[src/rtl/cam_pkg.sv]
// cam_pkg: shared definitions for the camera pattern emitter.
//   - FSM state encoding for the frame sequencer
//   - pattern mode codes
//   - RGB565 colour constants for the bars and the moving square
//   - per-axis square motion helper (bounce between 0 and a limit)
package cam_pkg;

    typedef enum logic [2:0] {
        ST_IDLE   = 3'd0,
        ST_VSYNC  = 3'd1,
        ST_VBACK  = 3'd2,
        ST_ACTIVE = 3'd3,
        ST_VFRONT = 3'd4
    } cam_state_e;

    localparam logic [1:0] MODE_BARS   = 2'd0;
    localparam logic [1:0] MODE_SOLID  = 2'd1;
    localparam logic [1:0] MODE_RAMP   = 2'd2;
    localparam logic [1:0] MODE_SQUARE = 2'd3;

    localparam logic [15:0] BAR_WHITE   = 16'hFFFF;
    localparam logic [15:0] BAR_YELLOW  = 16'hFFE0;
    localparam logic [15:0] BAR_CYAN    = 16'h07FF;
    localparam logic [15:0] BAR_GREEN   = 16'h07E0;
    localparam logic [15:0] BAR_MAGENTA = 16'hF81F;
    localparam logic [15:0] BAR_RED     = 16'hF800;
    localparam logic [15:0] BAR_BLUE    = 16'h001F;
    localparam logic [15:0] BAR_BLACK   = 16'h0000;

    localparam logic [15:0] RED   = 16'hF800;
    localparam logic [15:0] BLACK = 16'h0000;

    // One axis of the square: position plus direction (neg=1 moving towards 0).
    typedef struct packed {
        logic signed [11:0] pos;
        logic               neg;
    } axis_t;

    localparam axis_t AXIS_HOME = '{pos: 12'sd0, neg: 1'b0};

    // Colour of bar idx, left to right.
    function automatic logic [15:0] bar_color(input logic [2:0] idx);
        logic [15:0] col;
        case (idx)
            3'd0:    col = BAR_WHITE;
            3'd1:    col = BAR_YELLOW;
            3'd2:    col = BAR_CYAN;
            3'd3:    col = BAR_GREEN;
            3'd4:    col = BAR_MAGENTA;
            3'd5:    col = BAR_RED;
            3'd6:    col = BAR_BLUE;
            3'd7:    col = BAR_BLACK;
            default: col = BAR_BLACK;
        endcase
        return col;
    endfunction

    // Advance one axis by step, clamping at 0 / limit and reversing there.
    function automatic axis_t axis_step(input axis_t cur,
                                        input logic signed [11:0] limit,
                                        input logic signed [11:0] step);
        axis_t              nxt_axis;
        logic signed [11:0] nxt;
        if (!cur.neg) begin
            nxt = cur.pos + step;
            if (nxt >= limit) begin
                nxt_axis.pos = limit;
                nxt_axis.neg = 1'b1;
            end else begin
                nxt_axis.pos = nxt;
                nxt_axis.neg = 1'b0;
            end
        end else begin
            nxt = cur.pos - step;
            if (nxt <= 12'sd0) begin
                nxt_axis.pos = 12'sd0;
                nxt_axis.neg = 1'b0;
            end else begin
                nxt_axis.pos = nxt;
                nxt_axis.neg = 1'b1;
            end
        end
        return nxt_axis;
    endfunction

endpackage

[src/rtl/cam_pattern_pixel.sv]
// cam_pattern_pixel: combinational RGB565 pixel generator.
// Ports:
//   x_i, y_i      pixel column / active line index
//   mode_i        pattern mode latched for the frame
//   solid_i       solid colour latched for the frame
//   bx_i, by_i    square origin for the frame
//   pixel_o       RGB565 pixel value
module cam_pattern_pixel
    import cam_pkg::*;
#(
    parameter int H_ACTIVE  = 640,
    parameter int BALL_SIZE = 16
) (
    input  logic [11:0] x_i,
    input  logic [11:0] y_i,
    input  logic [1:0]  mode_i,
    input  logic [15:0] solid_i,
    input  logic [11:0] bx_i,
    input  logic [11:0] by_i,
    output logic [15:0] pixel_o
);

    localparam int BAR_W = H_ACTIVE / 8;

    logic [11:0] bar_idx_s;
    logic        in_sq_s;

    // Bar index and square membership for the current pixel.
    always_comb begin
        bar_idx_s = x_i / 12'(BAR_W);
        in_sq_s   = (x_i >= bx_i) && (x_i < (bx_i + 12'(BALL_SIZE))) &&
                    (y_i >= by_i) && (y_i < (by_i + 12'(BALL_SIZE)));
    end

    // Pattern select.
    always_comb begin
        pixel_o = BLACK;
        case (mode_i)
            MODE_BARS: begin
                if (bar_idx_s < 12'd8) begin
                    pixel_o = bar_color(bar_idx_s[2:0]);
                end else begin
                    pixel_o = BLACK;
                end
            end
            MODE_SOLID:  pixel_o = solid_i;
            MODE_RAMP:   pixel_o = {x_i[4:0], y_i[5:0], x_i[4:0]};
            MODE_SQUARE: begin
                if (in_sq_s) begin
                    pixel_o = RED;
                end else begin
                    pixel_o = BLACK;
                end
            end
            default:     pixel_o = BLACK;
        endcase
    end

endmodule

[src/rtl/cam_pattern_gen.sv]
// cam_pattern_gen: OV7670-style sensor emitter producing RGB565 test frames.
// Ports:
//   clk          system clock
//   res          asynchronous active-high reset
//   enable       allow new frames to start
//   mode         0 bars, 1 solid, 2 ramp, 3 moving square
//   solid_color  RGB565 colour for mode 1
//   pclk         pixel clock (toggles every PCLK_DIV clks)
//   href         line valid, high during active bytes
//   vsync        frame sync, high for the whole VSYNC segment
//   data         byte stream, high byte of each pixel first
//   frame_start  one-clk pulse when a frame begins
//   frame_count  completed frames (wrapping)
// Sensor outputs change only on the clk where pclk falls, so they are
// stable across every pclk rising edge.
module cam_pattern_gen
    import cam_pkg::*;
#(
    parameter int H_ACTIVE    = 640,
    parameter int H_BLANK     = 144,
    parameter int V_ACTIVE    = 480,
    parameter int VSYNC_LINES = 3,
    parameter int V_BACK      = 17,
    parameter int V_FRONT     = 10,
    parameter int PCLK_DIV    = 2,
    parameter int BALL_SIZE   = 16,
    parameter int BALL_STEP   = 4
) (
    input  logic        clk,
    input  logic        res,
    input  logic        enable,
    input  logic [1:0]  mode,
    input  logic [15:0] solid_color,
    output logic        pclk,
    output logic        href,
    output logic        vsync,
    output logic [7:0]  data,
    output logic        frame_start,
    output logic [15:0] frame_count
);

    localparam logic [11:0] LAST_BYTE   = 12'(2*H_ACTIVE + H_BLANK - 1);
    localparam logic [11:0] ACT_BYTES   = 12'(2*H_ACTIVE);
    localparam logic [11:0] DIV_LAST    = 12'(PCLK_DIV - 1);
    localparam logic [11:0] VSYNC_LAST  = 12'(VSYNC_LINES - 1);
    localparam logic [11:0] VBACK_LAST  = 12'(V_BACK - 1);
    localparam logic [11:0] ACTIVE_LAST = 12'(V_ACTIVE - 1);
    localparam logic [11:0] VFRONT_LAST = 12'(V_FRONT - 1);
    localparam logic signed [11:0] LIM_X = 12'(H_ACTIVE - BALL_SIZE);
    localparam logic signed [11:0] LIM_Y = 12'(V_ACTIVE - BALL_SIZE);
    localparam logic signed [11:0] STEP  = 12'(BALL_STEP);

    cam_state_e  state_q, state_d;
    logic [11:0] div_q;
    logic        pclk_q;
    logic        div_tick_s, fall_tick_s;
    logic [11:0] byte_q, byte_d, line_q, line_d;
    logic        line_end_s, seg_last_s, seg_done_s;
    logic        href_q, href_d, vsync_q, vsync_d;
    logic [7:0]  data_q, data_d;
    logic        frame_start_q, frame_start_d, frame_done_s;
    logic [15:0] frame_count_q;
    logic [1:0]  mode_q;
    logic [15:0] solid_q;
    axis_t       ax_q, ay_q;
    logic        started_q;
    logic [11:0] pix_x_s;
    logic [15:0] pixel_s;

    // Divider tick and the pclk falling-edge tick.
    always_comb begin
        div_tick_s  = (div_q == DIV_LAST);
        fall_tick_s = div_tick_s && pclk_q;
    end

    // Free-running pclk divider.
    always_ff @(posedge clk or posedge res) begin
        if (res) begin
            div_q  <= 12'd0;
            pclk_q <= 1'b0;
        end else if (div_tick_s) begin
            div_q  <= 12'd0;
            pclk_q <= ~pclk_q;
        end else begin
            div_q  <= div_q + 12'd1;
        end
    end

    // End-of-line and end-of-segment detection for the current state.
    always_comb begin
        line_end_s = (byte_q == LAST_BYTE);
        case (state_q)
            ST_VSYNC:  seg_last_s = (line_q == VSYNC_LAST);
            ST_VBACK:  seg_last_s = (line_q == VBACK_LAST);
            ST_ACTIVE: seg_last_s = (line_q == ACTIVE_LAST);
            ST_VFRONT: seg_last_s = (line_q == VFRONT_LAST);
            default:   seg_last_s = 1'b0;
        endcase
        seg_done_s = line_end_s && seg_last_s;
    end

    // FSM state register.
    always_ff @(posedge clk or posedge res) begin
        if (res) begin
            state_q <= ST_IDLE;
        end else begin
            state_q <= state_d;
        end
    end

    // FSM next state: IDLE reacts on any fall tick, others at segment end.
    always_comb begin
        state_d = state_q;
        if (fall_tick_s) begin
            case (state_q)
                ST_IDLE: begin
                    if (enable) state_d = ST_VSYNC;
                    else        state_d = ST_IDLE;
                end
                ST_VSYNC: begin
                    if (seg_done_s) state_d = ST_VBACK;
                    else            state_d = ST_VSYNC;
                end
                ST_VBACK: begin
                    if (seg_done_s) state_d = ST_ACTIVE;
                    else            state_d = ST_VBACK;
                end
                ST_ACTIVE: begin
                    if (seg_done_s) state_d = ST_VFRONT;
                    else            state_d = ST_ACTIVE;
                end
                ST_VFRONT: begin
                    if (seg_done_s && enable)  state_d = ST_VSYNC;
                    else if (seg_done_s)       state_d = ST_IDLE;
                    else                       state_d = ST_VFRONT;
                end
                default: state_d = ST_IDLE;
            endcase
        end else begin
            state_d = state_q;
        end
    end

    // Byte and line counters; line counts restart in every segment.
    always_comb begin
        byte_d = byte_q;
        line_d = line_q;
        if (fall_tick_s) begin
            if (state_q == ST_IDLE) begin
                byte_d = 12'd0;
                line_d = 12'd0;
            end else if (line_end_s) begin
                byte_d = 12'd0;
                if (seg_done_s) line_d = 12'd0;
                else            line_d = line_q + 12'd1;
            end else begin
                byte_d = byte_q + 12'd1;
                line_d = line_q;
            end
        end else begin
            byte_d = byte_q;
            line_d = line_q;
        end
    end

    // Counter registers.
    always_ff @(posedge clk or posedge res) begin
        if (res) begin
            byte_q <= 12'd0;
            line_q <= 12'd0;
        end else begin
            byte_q <= byte_d;
            line_q <= line_d;
        end
    end

    // Pixel column of the byte about to be driven.
    assign pix_x_s = {1'b0, byte_d[11:1]};

    cam_pattern_pixel #(
        .H_ACTIVE  (H_ACTIVE),
        .BALL_SIZE (BALL_SIZE)
    ) u_pixel (
        .x_i     (pix_x_s),
        .y_i     (line_d),
        .mode_i  (mode_q),
        .solid_i (solid_q),
        .bx_i    (ax_q.pos),
        .by_i    (ay_q.pos),
        .pixel_o (pixel_s)
    );

    // FSM outputs, computed from the state being entered so they line up
    // with the counters on the same fall tick.
    always_comb begin
        frame_start_d = fall_tick_s && (state_q != ST_VSYNC) && (state_d == ST_VSYNC);
        frame_done_s  = fall_tick_s && (state_q == ST_VFRONT) && (state_d != ST_VFRONT);
        if (fall_tick_s) begin
            vsync_d = (state_d == ST_VSYNC);
            href_d  = (state_d == ST_ACTIVE) && (byte_d < ACT_BYTES);
            if (href_d) begin
                data_d = byte_d[0] ? pixel_s[7:0] : pixel_s[15:8];
            end else begin
                data_d = 8'h00;
            end
        end else begin
            vsync_d = vsync_q;
            href_d  = href_q;
            data_d  = data_q;
        end
    end

    // Registered sensor outputs and frame counter.
    always_ff @(posedge clk or posedge res) begin
        if (res) begin
            vsync_q       <= 1'b0;
            href_q        <= 1'b0;
            data_q        <= 8'h00;
            frame_start_q <= 1'b0;
            frame_count_q <= 16'd0;
        end else begin
            vsync_q       <= vsync_d;
            href_q        <= href_d;
            data_q        <= data_d;
            frame_start_q <= frame_start_d;
            if (frame_done_s) begin
                frame_count_q <= frame_count_q + 16'd1;
            end else begin
                frame_count_q <= frame_count_q;
            end
        end
    end

    // Per-frame latch of pattern inputs and square motion; the first frame
    // after reset keeps the square at the origin.
    always_ff @(posedge clk or posedge res) begin
        if (res) begin
            mode_q    <= MODE_BARS;
            solid_q   <= 16'h0000;
            ax_q      <= AXIS_HOME;
            ay_q      <= AXIS_HOME;
            started_q <= 1'b0;
        end else if (frame_start_d) begin
            mode_q    <= mode;
            solid_q   <= solid_color;
            started_q <= 1'b1;
            if (started_q) begin
                ax_q <= axis_step(ax_q, LIM_X, STEP);
                ay_q <= axis_step(ay_q, LIM_Y, STEP);
            end else begin
                ax_q <= ax_q;
                ay_q <= ay_q;
            end
        end else begin
            mode_q    <= mode_q;
            solid_q   <= solid_q;
        end
    end

    assign pclk        = pclk_q;
    assign href        = href_q;
    assign vsync       = vsync_q;
    assign data        = data_q;
    assign frame_start = frame_start_q;
    assign frame_count = frame_count_q;

endmodule
[config.mk]
export PLATFORM = sky130hd
export DESIGN_NAME = cam_pattern_gen
export DESIGN_NICKNAME = d
export VERILOG_FILES = /design/src/rtl/cam_pkg.sv /design/src/rtl/cam_pattern_pixel.sv /design/src/rtl/cam_pattern_gen.sv
export SDC_FILE = /design/constraint.sdc
export NUM_CORES = 1
export LEC_CHECK = 0
export ABC_AREA = 1
export ABC_CLOCK_PERIOD_IN_PS = 3900
export CAP_MARGIN = 20
export CELL_PAD_IN_SITES_DETAIL_PLACEMENT = 1
export CELL_PAD_IN_SITES_GLOBAL_PLACEMENT = 1
export CORE_ASPECT_RATIO = 0.5
export CORE_MARGIN = 2
export CORE_UTILIZATION = 45
export CTS_CLUSTER_DIAMETER = 30
export DETAILED_ROUTE_END_ITERATION = 10
export GPL_TIMING_DRIVEN = 0
export PLACE_DENSITY = 0.94
export SYNTH_ARGS = -nofsm -noshare
export SYNTH_HDL_FRONTEND = slang
export SYNTH_SLANG_ARGS = --single-unit
[constraint.sdc]
create_clock -name clk -period 3.9 [get_ports clk]
set_clock_uncertainty 0.05 [all_clocks]
set_input_delay 0.39 -clock clk [delete_from_list [all_inputs] [get_ports clk]]
set_output_delay 0.39 -clock clk [all_outputs]
set_load 0.05 [all_outputs]
==> impl_results.html <==
<table>
<tr><th>Metric</th><th>Value</th></tr>
<tr><th colspan="2">Setup path</th></tr>
<tr><td>Crit Path Max Fanout</td><td>5</td></tr>
<tr><td>Critical Path Sink Type</td><td>flip-flop</td></tr>
<tr><td>Critical path launch point type</td><td>flip-flop</td></tr>
<tr><td>Arrival time reported for the critical path endpoint</td><td>5.40 ns</td></tr>
<tr><td>CP Data Required Time</td><td>4.19 ns</td></tr>
<tr><td>Register-to-register setup slack</td><td>-1.22 ns</td></tr>
<tr><td>Setup Crit Path Kind</td><td>reg2reg</td></tr>
<tr><th colspan="2">Cells and area</th></tr>
<tr><td>Area delta synth-&gt;final</td><td>28.0%</td></tr>
<tr><td>Final non-filler cell area</td><td>0.00993 mm²</td></tr>
<tr><td>Layout cells sized above 1</td><td>20.5%</td></tr>
<tr><td>Total Nets Final</td><td>1241</td></tr>
<tr><td># fillers</td><td>1998</td></tr>
<tr><td>Multi-input gate area in the final layout</td><td>0.00503 mm²</td></tr>
<tr><td>Storage cell area</td><td>0.00271 mm²</td></tr>
<tr><th colspan="2">GRT</th></tr>
<tr><td>Number of global-route vias before repair</td><td>9822</td></tr>
<tr><td>First-pass GRT wire length</td><td>56500 µm</td></tr>
<tr><td>Number of antenna violations at the first check in global routing</td><td>9</td></tr>
<tr><td>Pin count of the biggest net entering global routing</td><td>56</td></tr>
<tr><td>Global-route usage over all layers</td><td>39.7%</td></tr>
<tr><td>Remaining global-route overflow</td><td>0</td></tr>
<tr><th colspan="2">Clock network</th></tr>
<tr><td>Clock network latency to the later pin of the worst-skew pair</td><td>0.41 ns</td></tr>
<tr><td>Clock sink total</td><td>108</td></tr>
<tr><td>Clock tree from TritonCTS</td><td>built</td></tr>
<tr><td>Clock tree root driver cell</td><td>sky130_fd_sc_hd__clkbuf_16</td></tr>
<tr><td>Clock slew at reported path FFs</td><td>0.10 ns</td></tr>
<tr><td>Max Root-Sink Buffers</td><td>2</td></tr>
<tr><td>Number of CTS-inserted buffers</td><td>9</td></tr>
<tr><td>Number of H-tree levels</td><td>3</td></tr>
<tr><th colspan="2">Power and ir drop</th></tr>
<tr><td>Total power divided by cell area</td><td>221 mW/mm²</td></tr>
<tr><td>Total net switching power</td><td>0.586 mW</td></tr>
<tr><td>Lkg Pwr</td><td>4.72 nW</td></tr>
<tr><td>PnR Total Power</td><td>2.20 mW</td></tr>
<tr><td>Sequential power share</td><td>51.0%</td></tr>
<tr><td>Net switching share of the total power</td><td>26.7%</td></tr>
<tr><td>Total internal power</td><td>1.61 mW</td></tr>
<tr><td>Fraction of power consumed by combinational cells</td><td>2.3%</td></tr>
<tr><td>Share of power burned in the clock network</td><td>46.8%</td></tr>
<tr><td>Max VDD drop</td><td>0.000243 V</td></tr>
<tr><th colspan="2">Logic synthesis</th></tr>
<tr><td>Most used DFF post-synth</td><td>sky130_fd_sc_hd__dfrtp_1</td></tr>
<tr><td>Mapped Nets</td><td>1122</td></tr>
<tr><td>Area share of fa/ha/maj cells after synthesis</td><td>7.90%</td></tr>
<tr><td>Number of flops mapped to enable cells by yosys</td><td>0</td></tr>
<tr><td>Synthesized instance count</td><td>1052</td></tr>
<tr><td>Portion of netlist area occupied by mux cells</td><td>0%</td></tr>
<tr><td>Share of the synthesized netlist area taken by xor and xnor gates</td><td>7.00%</td></tr>
<tr><td>Largest family of logic cells by synthesized area</td><td>simple AND/OR/NAND/NOR gates</td></tr>
<tr><td>Simple logic cell fraction of the synthesized area</td><td>30.7%</td></tr>
<tr><td>Yosys warning total</td><td>0</td></tr>
<tr><td>Number of distinct library cell variants in the gate-level netlist after synthesis</td><td>50</td></tr>
<tr><td>Seq/Total Area, Yosys</td><td>34.8%</td></tr>
<tr><td>FFs w/ async S/R, synth</td><td>100%</td></tr>
<tr><td>Mean Syn Cell Area</td><td>7.38 µm²</td></tr>
<tr><td>Yosys reg bits</td><td>108</td></tr>
<tr><td>Post-synth design cell area</td><td>0.00776 mm²</td></tr>
<tr><td>Compound-cell area share of the yosys netlist</td><td>11.8%</td></tr>
<tr><th colspan="2">Floorplanning</th></tr>
<tr><td>Ports placed on the boundary</td><td>49</td></tr>
<tr><td>Area of the core region</td><td>0.0166 mm²</td></tr>
<tr><td>Horiz. Die Dim</td><td>190 µm</td></tr>
<tr><td>DIE AREA</td><td>0.0184 mm²</td></tr>
<tr><td>Starting Density</td><td>46.6%</td></tr>
<tr><td>Row count</td><td>33</td></tr>
<tr><td>Die height</td><td>96.9 µm</td></tr>
<tr><th colspan="2">Route</th></tr>
<tr><td>Detailed-route wire length</td><td>46400 µm</td></tr>
<tr><td>Number of detailed-routing iterations run before antenna repair</td><td>6</td></tr>
<tr><td>Via count</td><td>10200</td></tr>
<tr><td>Post-detailed-route via-to-cell ratio</td><td>7.20</td></tr>
<tr><td>Count of unresolved DRC violations after routing</td><td>0</td></tr>
<tr><td>Count of nets left with antenna violations after detail routing</td><td>0</td></tr>
<tr><td>Routed WL per cell</td><td>32.9 µm</td></tr>
<tr><td>Initial detailed-routing violation count</td><td>1831</td></tr>
<tr><th colspan="2">Run</th></tr>
<tr><td>Max-cap violations</td><td>0</td></tr>
<tr><th colspan="2">STA</th></tr>
<tr><td>Minimum clock period after layout</td><td>5.12 ns</td></tr>
<tr><td>Setup TNS</td><td>-27.83 ns</td></tr>
<tr><td>Period utilization</td><td>131%</td></tr>
<tr><td>Worst max-slew margin expressed relative to the limit</td><td>24.2%</td></tr>
<tr><td>Highest clock frequency the design can meet</td><td>195 MHz</td></tr>
<tr><td>Setup repair after global routing missed its margin</td><td>yes</td></tr>
<tr><td>Final Max Slew Viols</td><td>0</td></tr>
<tr><td>Final hold violation count</td><td>0</td></tr>
<tr><td>Minimum setup slack in the final design</td><td>-1.22 ns</td></tr>
<tr><td>Tightest Pin Transition</td><td>1.13 ns</td></tr>
<tr><td>Final-report setup violation count</td><td>65</td></tr>
<tr><th colspan="2">Place</th></tr>
<tr><td>Half-perimeter wire length after placement</td><td>19400 µm</td></tr>
<tr><td>Buffers added on ports</td><td>48</td></tr>
<tr><td>Placed standard-cell area</td><td>0.00856 mm²</td></tr>
<tr><td>Weighted congestion reported at the end of routability-driven placement</td><td>0.952</td></tr>
<tr><td>Post-placement setup slack</td><td>-0.915 ns</td></tr>
<tr><th colspan="2">Hold path</th></tr>
<tr><td>Hold/Removal Path Class</td><td>in2async</td></tr>
<tr><th colspan="2">Status</th></tr>
<tr><td>Failing checks</td><td>negative setup slack</td></tr>
<tr><td>Outcome</td><td>finished, violations left</td></tr>
</table>
worst max-delay path, stage by stage (launching register included):
cell                       delay [ns]
sky130_fd_sc_hd__dfrtp_1         0.75
sky130_fd_sc_hd__inv_1           0.52
sky130_fd_sc_hd__a21oi_1         0.45
sky130_fd_sc_hd__nor4_2          0.11
sky130_fd_sc_hd__nand2_1         0.17
sky130_fd_sc_hd__nand3_4         0.26
sky130_fd_sc_hd__buf_4           0.25
sky130_fd_sc_hd__o22ai_4         0.25
sky130_fd_sc_hd__ha_4            0.27
sky130_fd_sc_hd__a21oi_2         0.13
sky130_fd_sc_hd__a21oi_2         0.08
sky130_fd_sc_hd__o21a_1          0.18
sky130_fd_sc_hd__o21a_1          0.22
sky130_fd_sc_hd__o21ai_4         0.19
sky130_fd_sc_hd__a21oi_2         0.08
sky130_fd_sc_hd__nor2_2          0.20
sky130_fd_sc_hd__o221ai_4        0.24
sky130_fd_sc_hd__nand3_2         0.15
sky130_fd_sc_hd__nand2_2         0.08
sky130_fd_sc_hd__a21oi_2         0.20
sky130_fd_sc_hd__nand2_1         0.10
sky130_fd_sc_hd__nand2_1         0.09
flip-flops by register name, summed over array words and instances (netlist names), 2 cells and up:
| register | cells |
|---|---|
| state_q | 3 |
| frame_count | 16 |
| mode_q | 2 |
| div_q | 12 |
| line_q | 12 |
| byte_q | 12 |
| ax_q | 11 |
| solid_q | 16 |
| data | 8 |
| ay_q | 11 |
per-layer routing:
metal  vias up  share of wire, %  GRT usage (%)
met1      4774                33           46.9
met5         -              0.35              0
met2      1164                41           65.4
met3       510                16           9.65
met4         8                10           25.0
li1       3696                 -              -
layout make-up:
cell class / count / area share, %
Buffer: 17 / 1.02
Tap cell: 227 / 2.86
Antenna cell: 7 / 0.176
Sequential cell: 108 / 27.3
Multi-Input combinational cell: 786 / 50.6
Timing Repair Buffer: 108 / 9.58
Inverter: 141 / 5.42
Clock inverter: 6 / 0.580
Clock buffer: 10 / 2.41
kinds of logic after synthesis:
group                      count (synthesis)
AOI/OAI and AO/OA                        154
xor gates and xnor gates                  62
adders and majority gates                 49
buffers and inverters                    158
DFF                                      108
and+or+nand+nor                          521
power by group through the flow:
stage	registers, mW	clock network [mW]	logic, mW
global placement	1.14	0	0.0430
floorplan	1.14	0	0.0163
finish	1.12	1.03	0.0498
detailed placement	1.14	0	0.0482
global route	1.12	1.04	0.0536
CTS	1.12	0.953	0.0485
per-stage QoR:
step	hold WS (ns)	std cells	utilization [%]
floorplan	0.392	1052	-
global placement	0.412	1327	51.2
detailed placement	0.418	1328	51.4
CTS	0.437	1380	57.0
global route	0.484	1404	59.6
finish	0.434	1410	59.7
cells in the mapped netlist (3+ instances only):
cell type	n	share of area, %
sky130_fd_sc_hd__clkinv_1	5	0.24
sky130_fd_sc_hd__nor2_4	7	1.0
sky130_fd_sc_hd__o21ai_1	25	1.6
sky130_fd_sc_hd__buf_4	3	0.29
sky130_fd_sc_hd__dfrtp_1	108	35
sky130_fd_sc_hd__o2111ai_1	3	0.34
sky130_fd_sc_hd__inv_2	10	0.48
sky130_fd_sc_hd__nand3_1	60	3.9
sky130_fd_sc_hd__a221oi_1	3	0.34
sky130_fd_sc_hd__nand3_2	10	1.3
sky130_fd_sc_hd__clkbuf_1	13	0.63
sky130_fd_sc_hd__xnor2_1	8	0.90
sky130_fd_sc_hd__a21oi_1	38	2.5
sky130_fd_sc_hd__nand2_2	11	0.89
sky130_fd_sc_hd__o21ai_2	6	0.68
sky130_fd_sc_hd__o21bai_1	3	0.29
sky130_fd_sc_hd__nand3b_1	5	0.48
sky130_fd_sc_hd__a22oi_1	4	0.39
sky130_fd_sc_hd__ha_1	49	7.9
sky130_fd_sc_hd__nor4_1	12	0.97
sky130_fd_sc_hd__o21ai_0	42	2.7
sky130_fd_sc_hd__nor2_1	79	3.8
sky130_fd_sc_hd__nand2_1	271	13
sky130_fd_sc_hd__o22ai_1	7	0.56
sky130_fd_sc_hd__a21o_1	3	0.29
sky130_fd_sc_hd__xor2_1	54	6.1
sky130_fd_sc_hd__o21a_1	3	0.29
sky130_fd_sc_hd__inv_1	125	6.0
sky130_fd_sc_hd__nor3_1	26	1.7
sky130_fd_sc_hd__nand4_1	21	1.7
sky130_fd_sc_hd__nor2_2	11	0.89
sky130_fd_sc_hd__o211ai_1	4	0.39
path summary, 6_finish.rpt:
| path | end | startpoint | cells after the start |
|---|---|---|---|
| max in group asynchronous | ax_q[10] | res | 3 |
| setup / recovery | data[3] | line_q[3] | 21 |
| min in group clk | div_q[0] | div_q[0] | 1 |
| hold reg to reg | div_q[0] | div_q[0] | 1 |
| setup reg to reg | data[3] | line_q[3] | 21 |
| hold / removal | frame_count[2] | res | 2 |
layout by cell type, fill, tap and decap left out, types with 29 or more instances in the layout:
master,count
sky130_fd_sc_hd__dfrtp_1,100
sky130_fd_sc_hd__inv_1,116
sky130_fd_sc_hd__nor2_1,70
sky130_fd_sc_hd__nand3_1,49
sky130_fd_sc_hd__xor2_1,52
sky130_fd_sc_hd__clkdlybuf4s50_1,48
sky130_fd_sc_hd__o21ai_0,32
sky130_fd_sc_hd__nand2_1,259
sky130_fd_sc_hd__a21oi_1,29
sky130_fd_sc_hd__buf_4,62
sky130_fd_sc_hd__ha_1,40
what timing repair did:
action,4_1_cts,5_1_grt
pin swaps,29,35
hold buffers,0,0
cloned,0,0
endpoints found under the setup margin,5,28
buffers inserted,36,23
resized for setup,79,61
Power figures use the tool's default switching activity.
